## config.mk

```make
export PLATFORM = sky130hd
export DESIGN_NAME = branch_resolve_unit
export DESIGN_NICKNAME = d
export VERILOG_FILES = /design/src/rtl/branch_resolve_unit_pkg.sv /design/src/rtl/bht_2bit.sv /design/src/rtl/branch_resolve_unit.sv
export SDC_FILE = /design/constraint.sdc
export NUM_CORES = 1
export LEC_CHECK = 0
export BUFFER_PORTS_ARGS = -buffer_cell sky130_fd_sc_hd__buf_2
export CORE_ASPECT_RATIO = 0.9
export CORE_MARGIN = 1.5
export CORE_UTILIZATION = 30
export DETAILED_ROUTE_END_ITERATION = 10
export GPL_TIMING_DRIVEN = 1
export PLACE_DENSITY = 0.45
export REMOVE_ABC_BUFFERS = 1
export SYNTH_ARGS = -nofsm -noshare
export SYNTH_HDL_FRONTEND = slang
export SYNTH_SLANG_ARGS = --single-unit
```

## constraint.sdc

```tcl
create_clock -name clk -period 4.5 [get_ports clk]
set_clock_uncertainty 0.05 [all_clocks]
set_input_delay 0.675 -clock clk [delete_from_list [all_inputs] [get_ports clk]]
set_output_delay 0.675 -clock clk [all_outputs]
set_load 0.02 [all_outputs]
```

## src/rtl/branch_resolve_unit_pkg.sv

```systemverilog
// Shared branch constants: RV32I branch funct3 encodings and the 2-bit predictor
// counter encoding, with the saturating counter step used by the BHT.
package branch_resolve_unit_pkg;

   typedef enum logic [2:0] {
      F3_BEQ  = 3'b000,
      F3_BNE  = 3'b001,
      F3_BLT  = 3'b100,
      F3_BGE  = 3'b101,
      F3_BLTU = 3'b110,
      F3_BGEU = 3'b111
   } br_f3_e;

   localparam logic [1:0] BHT_CTR_MIN   = 2'b00;
   localparam logic [1:0] BHT_CTR_RESET = 2'b01;
   localparam logic [1:0] BHT_CTR_MAX   = 2'b11;

   function automatic logic [1:0] bht_ctr_next(input logic [1:0] ctr, input logic taken);
      if (taken) begin
         return (ctr == BHT_CTR_MAX) ? ctr : ctr + 2'd1;
      end
      return (ctr == BHT_CTR_MIN) ? ctr : ctr - 2'd1;
   endfunction

endpackage

```

## src/rtl/bht_2bit.sv

```systemverilog
// 2-bit saturating branch history table: combinational read, one registered update per cycle.
// Read returns the pre-update value when read and update hit the same entry in one cycle.
module bht_2bit
   import branch_resolve_unit_pkg::*;
#(
   parameter int DEPTH = 64,
   localparam int IW   = $clog2(DEPTH)
) (
   input  logic          clk,
   input  logic          rst_n,
   input  logic [IW-1:0] rd_idx,
   output logic          rd_taken,
   input  logic          upd_en,
   input  logic [IW-1:0] upd_idx,
   input  logic          upd_taken
);

   logic [1:0] ctr [DEPTH];

   always_ff @(posedge clk or negedge rst_n) begin
      if (!rst_n) begin
         for (int i = 0; i < DEPTH; i++) ctr[i] <= BHT_CTR_RESET;
      end else if (upd_en) begin
         ctr[upd_idx] <= bht_ctr_next(ctr[upd_idx], upd_taken);
      end
   end

   assign rd_taken = ctr[rd_idx][1];

endmodule

```

## src/rtl/branch_resolve_unit.sv

```systemverilog
// Branch resolve: compare, target, mispredict flag and BHT training; one-cycle latency.
// Single output register; in_ready = flush || !out_valid || out_ready, so it drains and refills each cycle.
module branch_resolve_unit
   import branch_resolve_unit_pkg::*;
#(
   parameter int XLEN      = 32,
   parameter int BHT_DEPTH = 64
) (
   input  logic            clk,
   input  logic            rst_n,
   input  logic            in_valid,
   output logic            in_ready,
   input  logic [XLEN-1:0] rs1,
   input  logic [XLEN-1:0] rs2,
   input  logic [2:0]      f3,
   input  logic [XLEN-1:0] pc,
   input  logic [XLEN-1:0] imm,
   input  logic            pred_taken,
   input  logic [XLEN-1:0] lookup_pc,
   output logic            lookup_taken,
   output logic            out_valid,
   input  logic            out_ready,
   output logic            out_taken,
   output logic [XLEN-1:0] out_target,
   output logic            out_mispredict,
   output logic            out_illegal,
   input  logic            flush,
   output logic [31:0]     br_count,
   output logic [31:0]     mispred_count
);

   localparam int IW = $clog2(BHT_DEPTH);

   logic          taken_c;
   logic          illegal_c;
   logic          accept;
   logic          out_hs;
   logic          upd_en;
   logic [IW-1:0] out_idx;
   logic          unused_pc_bits;

   always_comb begin
      taken_c   = 1'b0;
      illegal_c = 1'b0;
      case (f3)
         F3_BEQ:  taken_c = (rs1 == rs2);
         F3_BNE:  taken_c = (rs1 != rs2);
         F3_BLT:  taken_c = ($signed(rs1) <  $signed(rs2));
         F3_BGE:  taken_c = ($signed(rs1) >= $signed(rs2));
         F3_BLTU: taken_c = (rs1 <  rs2);
         F3_BGEU: taken_c = (rs1 >= rs2);
         default: illegal_c = 1'b1;
      endcase
   end

   // Flush always frees the slot, but whatever is presented alongside it is dropped.
   assign in_ready = flush || !out_valid || out_ready;
   assign accept   = in_valid && in_ready && !flush;
   assign out_hs   = out_valid && out_ready;
   assign upd_en   = out_hs && !out_illegal;

   always_ff @(posedge clk or negedge rst_n) begin
      if (!rst_n) begin
         out_valid      <= 1'b0;
         out_taken      <= 1'b0;
         out_target     <= '0;
         out_mispredict <= 1'b0;
         out_illegal    <= 1'b0;
         out_idx        <= '0;
      end else if (flush) begin
         out_valid      <= 1'b0;
         out_taken      <= 1'b0;
         out_target     <= '0;
         out_mispredict <= 1'b0;
         out_illegal    <= 1'b0;
         out_idx        <= '0;
      end else if (accept) begin
         out_valid      <= 1'b1;
         out_taken      <= taken_c;
         out_target     <= pc + imm;
         out_mispredict <= !illegal_c && (taken_c ^ pred_taken);
         out_illegal    <= illegal_c;
         out_idx        <= pc[IW+1:2];
      end else if (out_hs) begin
         out_valid      <= 1'b0;
      end
   end

   always_ff @(posedge clk or negedge rst_n) begin
      if (!rst_n) begin
         br_count      <= '0;
         mispred_count <= '0;
      end else if (upd_en) begin
         br_count <= br_count + 32'd1;
         if (out_mispredict) mispred_count <= mispred_count + 32'd1;
      end
   end

   bht_2bit #(.DEPTH(BHT_DEPTH)) u_bht (
      .clk       (clk),
      .rst_n     (rst_n),
      .rd_idx    (lookup_pc[IW+1:2]),
      .rd_taken  (lookup_taken),
      .upd_en    (upd_en),
      .upd_idx   (out_idx),
      .upd_taken (out_taken)
   );

   // Word-offset and tag bits of the PCs do not take part in indexing.
   assign unused_pc_bits = ^{pc[XLEN-1:IW+2], pc[1:0], lookup_pc[XLEN-1:IW+2], lookup_pc[1:0]};

endmodule

```

==> flow_metrics.env <==
export IMPL_dr_first_iter_drc_count=655
export IMPL_ctsLongestPathBuffers=3
export IMPL_drv_cap=0
export IMPL_rows=73
export IMPL_via_count=10500
export IMPL_worst_pin_slew_ns=1.01
export IMPL_wirelength_mm=40.0
export IMPL_ios=271
export IMPL_wire_per_inst_um=19.0
export IMPL_layout_drive_gt1_share=0.374
export IMPL_start_util=0.306
export IMPL_fin_ws_ns=0.700
export IMPL_clkTransAtPathRegs_ns=0.06
export IMPL_p_per_area_mw_per_mm2=336
export IMPL_synth_distinct_cells=64
export IMPL_track_usage=0.171
export IMPL_fp_dieArea_mm2=0.0468
export IMPL_grt_max_degree=116
export IMPL_synth_area_per_cell_um2=11.1
export IMPL_grt_pass1_wl_mm=63.4
export IMPL_antenna_found_initial=2
export IMPL_fin_crit_sh=0.844
export IMPL_power_leakage_uw=0.00787
export IMPL_post_dp_hpwl_mm=28.8
export IMPL_endpoint_kind="register"
export IMPL_mostFrequentLayoutCells="243 x buf_2, 169 x dfrtp_1, 140 x mux2_2, 108 x nand2_1, 90 x nor2_1"
export IMPL_status="finished clean"
export IMPL_cp_max_fo=64
export IMPL_setup_tns_ns=0
export IMPL_critPathKind="reg2reg"
export IMPL_viasPerCell=5.02
export IMPL_pre_cts_slack_ns=0.550
export IMPL_final_common_cell="buf_2"
export IMPL_setup_violations=0
export IMPL_cts_buffers=29
export IMPL_core_mm2=0.0446
export IMPL_clock_latency_ns=0.57
export IMPL_nFillCells=4589
export IMPL_area_growth_pct=20.9
export IMPL_synthFlopType="dfrtp_1"
export IMPL_tritoncts="yes"
export IMPL_startpoint_type="register"
export IMPL_ys_ff_latch=234
export IMPL_cts_root_buf="clkbuf_16"
export IMPL_die_w_um=228
export IMPL_drtPass1Iterations=5
export IMPL_final_hold_viol_count=0
export IMPL_cp_arrival_ns=4.19
export IMPL_crit_required_ns=4.89
export IMPL_die_h_um=205
export IMPL_postRouteAntennaNets=0
export IMPL_fmax_mhz=263
export IMPL_synth_edf_count=0
export IMPL_grt_pass1_vias=10800
export IMPL_drc=0
export IMPL_ys_seq_area_frac=0.435
export IMPL_ys_async_sr_fraction=1.00
export IMPL_grt_overflow_total=0
export IMPL_slew_violations=0
export IMPL_ctsHtreeMaxLevel=1
export IMPL_gp_congestion=0.809
export IMPL_netlist_area_mm2=0.0136
export IMPL_finalNetCount=1713
export IMPL_hold_path_class="in2reg"
export IMPL_yosys_warnings=0
export IMPL_synth_top_area_cell="dfrtp_1"
export IMPL_rsz0062_at_grt="false"
export IMPL_relSlewSlack=0.321
export IMPL_yosys_top_cells_area="dfrtp_1 31%, dfstp_2 12%, mux2_2 12%"
export IMPL_cts_sinks=234
export IMPL_period_needed_ns=3.80
export IMPL_peakVddDrop_uv=270
export IMPL_io_buffers=244
export IMPL_synth_top_cell_area_share=0.312
export IMPL_synthCells=1235
==> flip-flops by register name, indices dropped and copies added, names as in the netlist <==
signal / count
br_count: 32
mispred_count: 32
out_idx: 6
out_illegal: 1
out_mispredict: 1
out_taken: 1
out_target: 32
out_valid: 1
u_bht.ctr: 128
==> path summary, 6_finish.rpt <==
| kind | from | end | slack, ns | cells past startpoint |
|---|---|---|---|---|
| max reg2reg | out_idx[0]$_DFFE_PN0P_ | u_bht.ctr[37]$_DFFE_PN0P_ | 0.70 | 9 |
| min in group asynchronous | rst_n | u_bht.ctr[1]$_DFFE_PN0P_ | 0.55 | 2 |
| min | pc[7] | out_idx[5]$_DFFE_PN0P_ | 0.32 | 2 |
| max | out_idx[0]$_DFFE_PN0P_ | u_bht.ctr[37]$_DFFE_PN0P_ | 0.70 | 9 |
| max in group asynchronous | rst_n | out_idx[0]$_DFFE_PN0P_ | 2.87 | 3 |
| min reg2reg | br_count[31]$_DFFE_PN0P_ | br_count[31]$_DFFE_PN0P_ | 0.41 | 1 |
==> worst max-delay path, stage by stage (launching register included) <==
cell and delay [ns]:
dfrtp_2 0.79, buf_4 0.29, mux2_2 0.35, a221oi_1 0.25, o22ai_1 0.13, nand2_1 0.13
nand3_1 0.09, or4_4 0.55, maj3_4 0.63, mux2_2 0.39
==> cell usage after synthesis (22+ instances only) <==
master	number
a21oi_1	55
nand3_1	34
dfstp_2	64
clkbuf_1	23
a21o_1	22
nor2_1	91
ha_1	65
a22o_1	32
mux2_2	140
inv_1	48
xor2_1	31
o21ai_0	37
mux4_2	33
dfrtp_1	170
xnor2_1	56
nand2_1	108
==> per-stage QoR <==
| step | util | hold WS (ns) | area [um2] | total power, uW | cells |
|---|---|---|---|---|---|
| final | 0.370 | 0.319 | 16500 | 5540 | 2102 |
| after global placement | 0.348 | 0.404 | 15500 | 3190 | 2046 |
| after global routing | 0.370 | 0.300 | 16500 | 5820 | 2102 |
| after detailed placement | 0.348 | 0.408 | 15500 | 3200 | 2046 |
| after CTS | 0.370 | 0.290 | 16500 | 5640 | 2101 |
| after floorplan | - | 0.329 | 13300 | 2810 | 1184 |
==> timing repair <==
| action | CTS | global route |
|---|---|---|
| hold buffers | 1 | 0 |
| buffers inserted | 0 | 0 |
| endpoints found under the hold margin | 27 | 0 |
| resized for setup | 0 | 0 |
==> routing by layer <==
| layer | share of wire | track usage | wire [um] |
|---|---|---|---|
| met4 | 0.025 | 0.0450 | 995 |
| met5 | 0.00032 | 0 | 13 |
| met2 | 0.47 | 0.280 | 18600 |
| met1 | 0.46 | 0.232 | 18300 |
| met3 | 0.051 | 0.0306 | 2050 |
==> cell type report <==
| cell class | count | area, um2 | area share |
|---|---|---|---|
| Clock inverter | 12 | 125 | 0.00758 |
| Clock buffer | 42 | 855 | 0.0518 |
| Inverter | 48 | 180 | 0.0109 |
| Sequential cell | 234 | 5940 | 0.360 |
| Antenna cell | 1 | 2.50 | 0.000152 |
| Multi-Input combinational cell | 902 | 7260 | 0.440 |
| Tap cell | 600 | 751 | 0.0455 |
| Timing Repair Buffer | 263 | 1390 | 0.0842 |
==> kinds of logic after synthesis <==
logic type | after synthesis | synth area share
buffers and inverters | 99 | 0.0359
adders and majority gates | 68 | 0.0631
and+or+nand+nor | 330 | 0.114
AOI/OAI and AO/OA | 223 | 0.110
muxes | 194 | 0.186
xor gates and xnor gates | 87 | 0.0558
DFF | 234 | 0.435
==> report_power, final <==
group	leakage [uW]	switching (uW)	internal, uW
combinational	0.00440	531	344
sequential	0.00300	83.9	2190
clock	0.000478	959	1430
total	0.00787	1570	3970
Power figures use the tool's default switching activity.
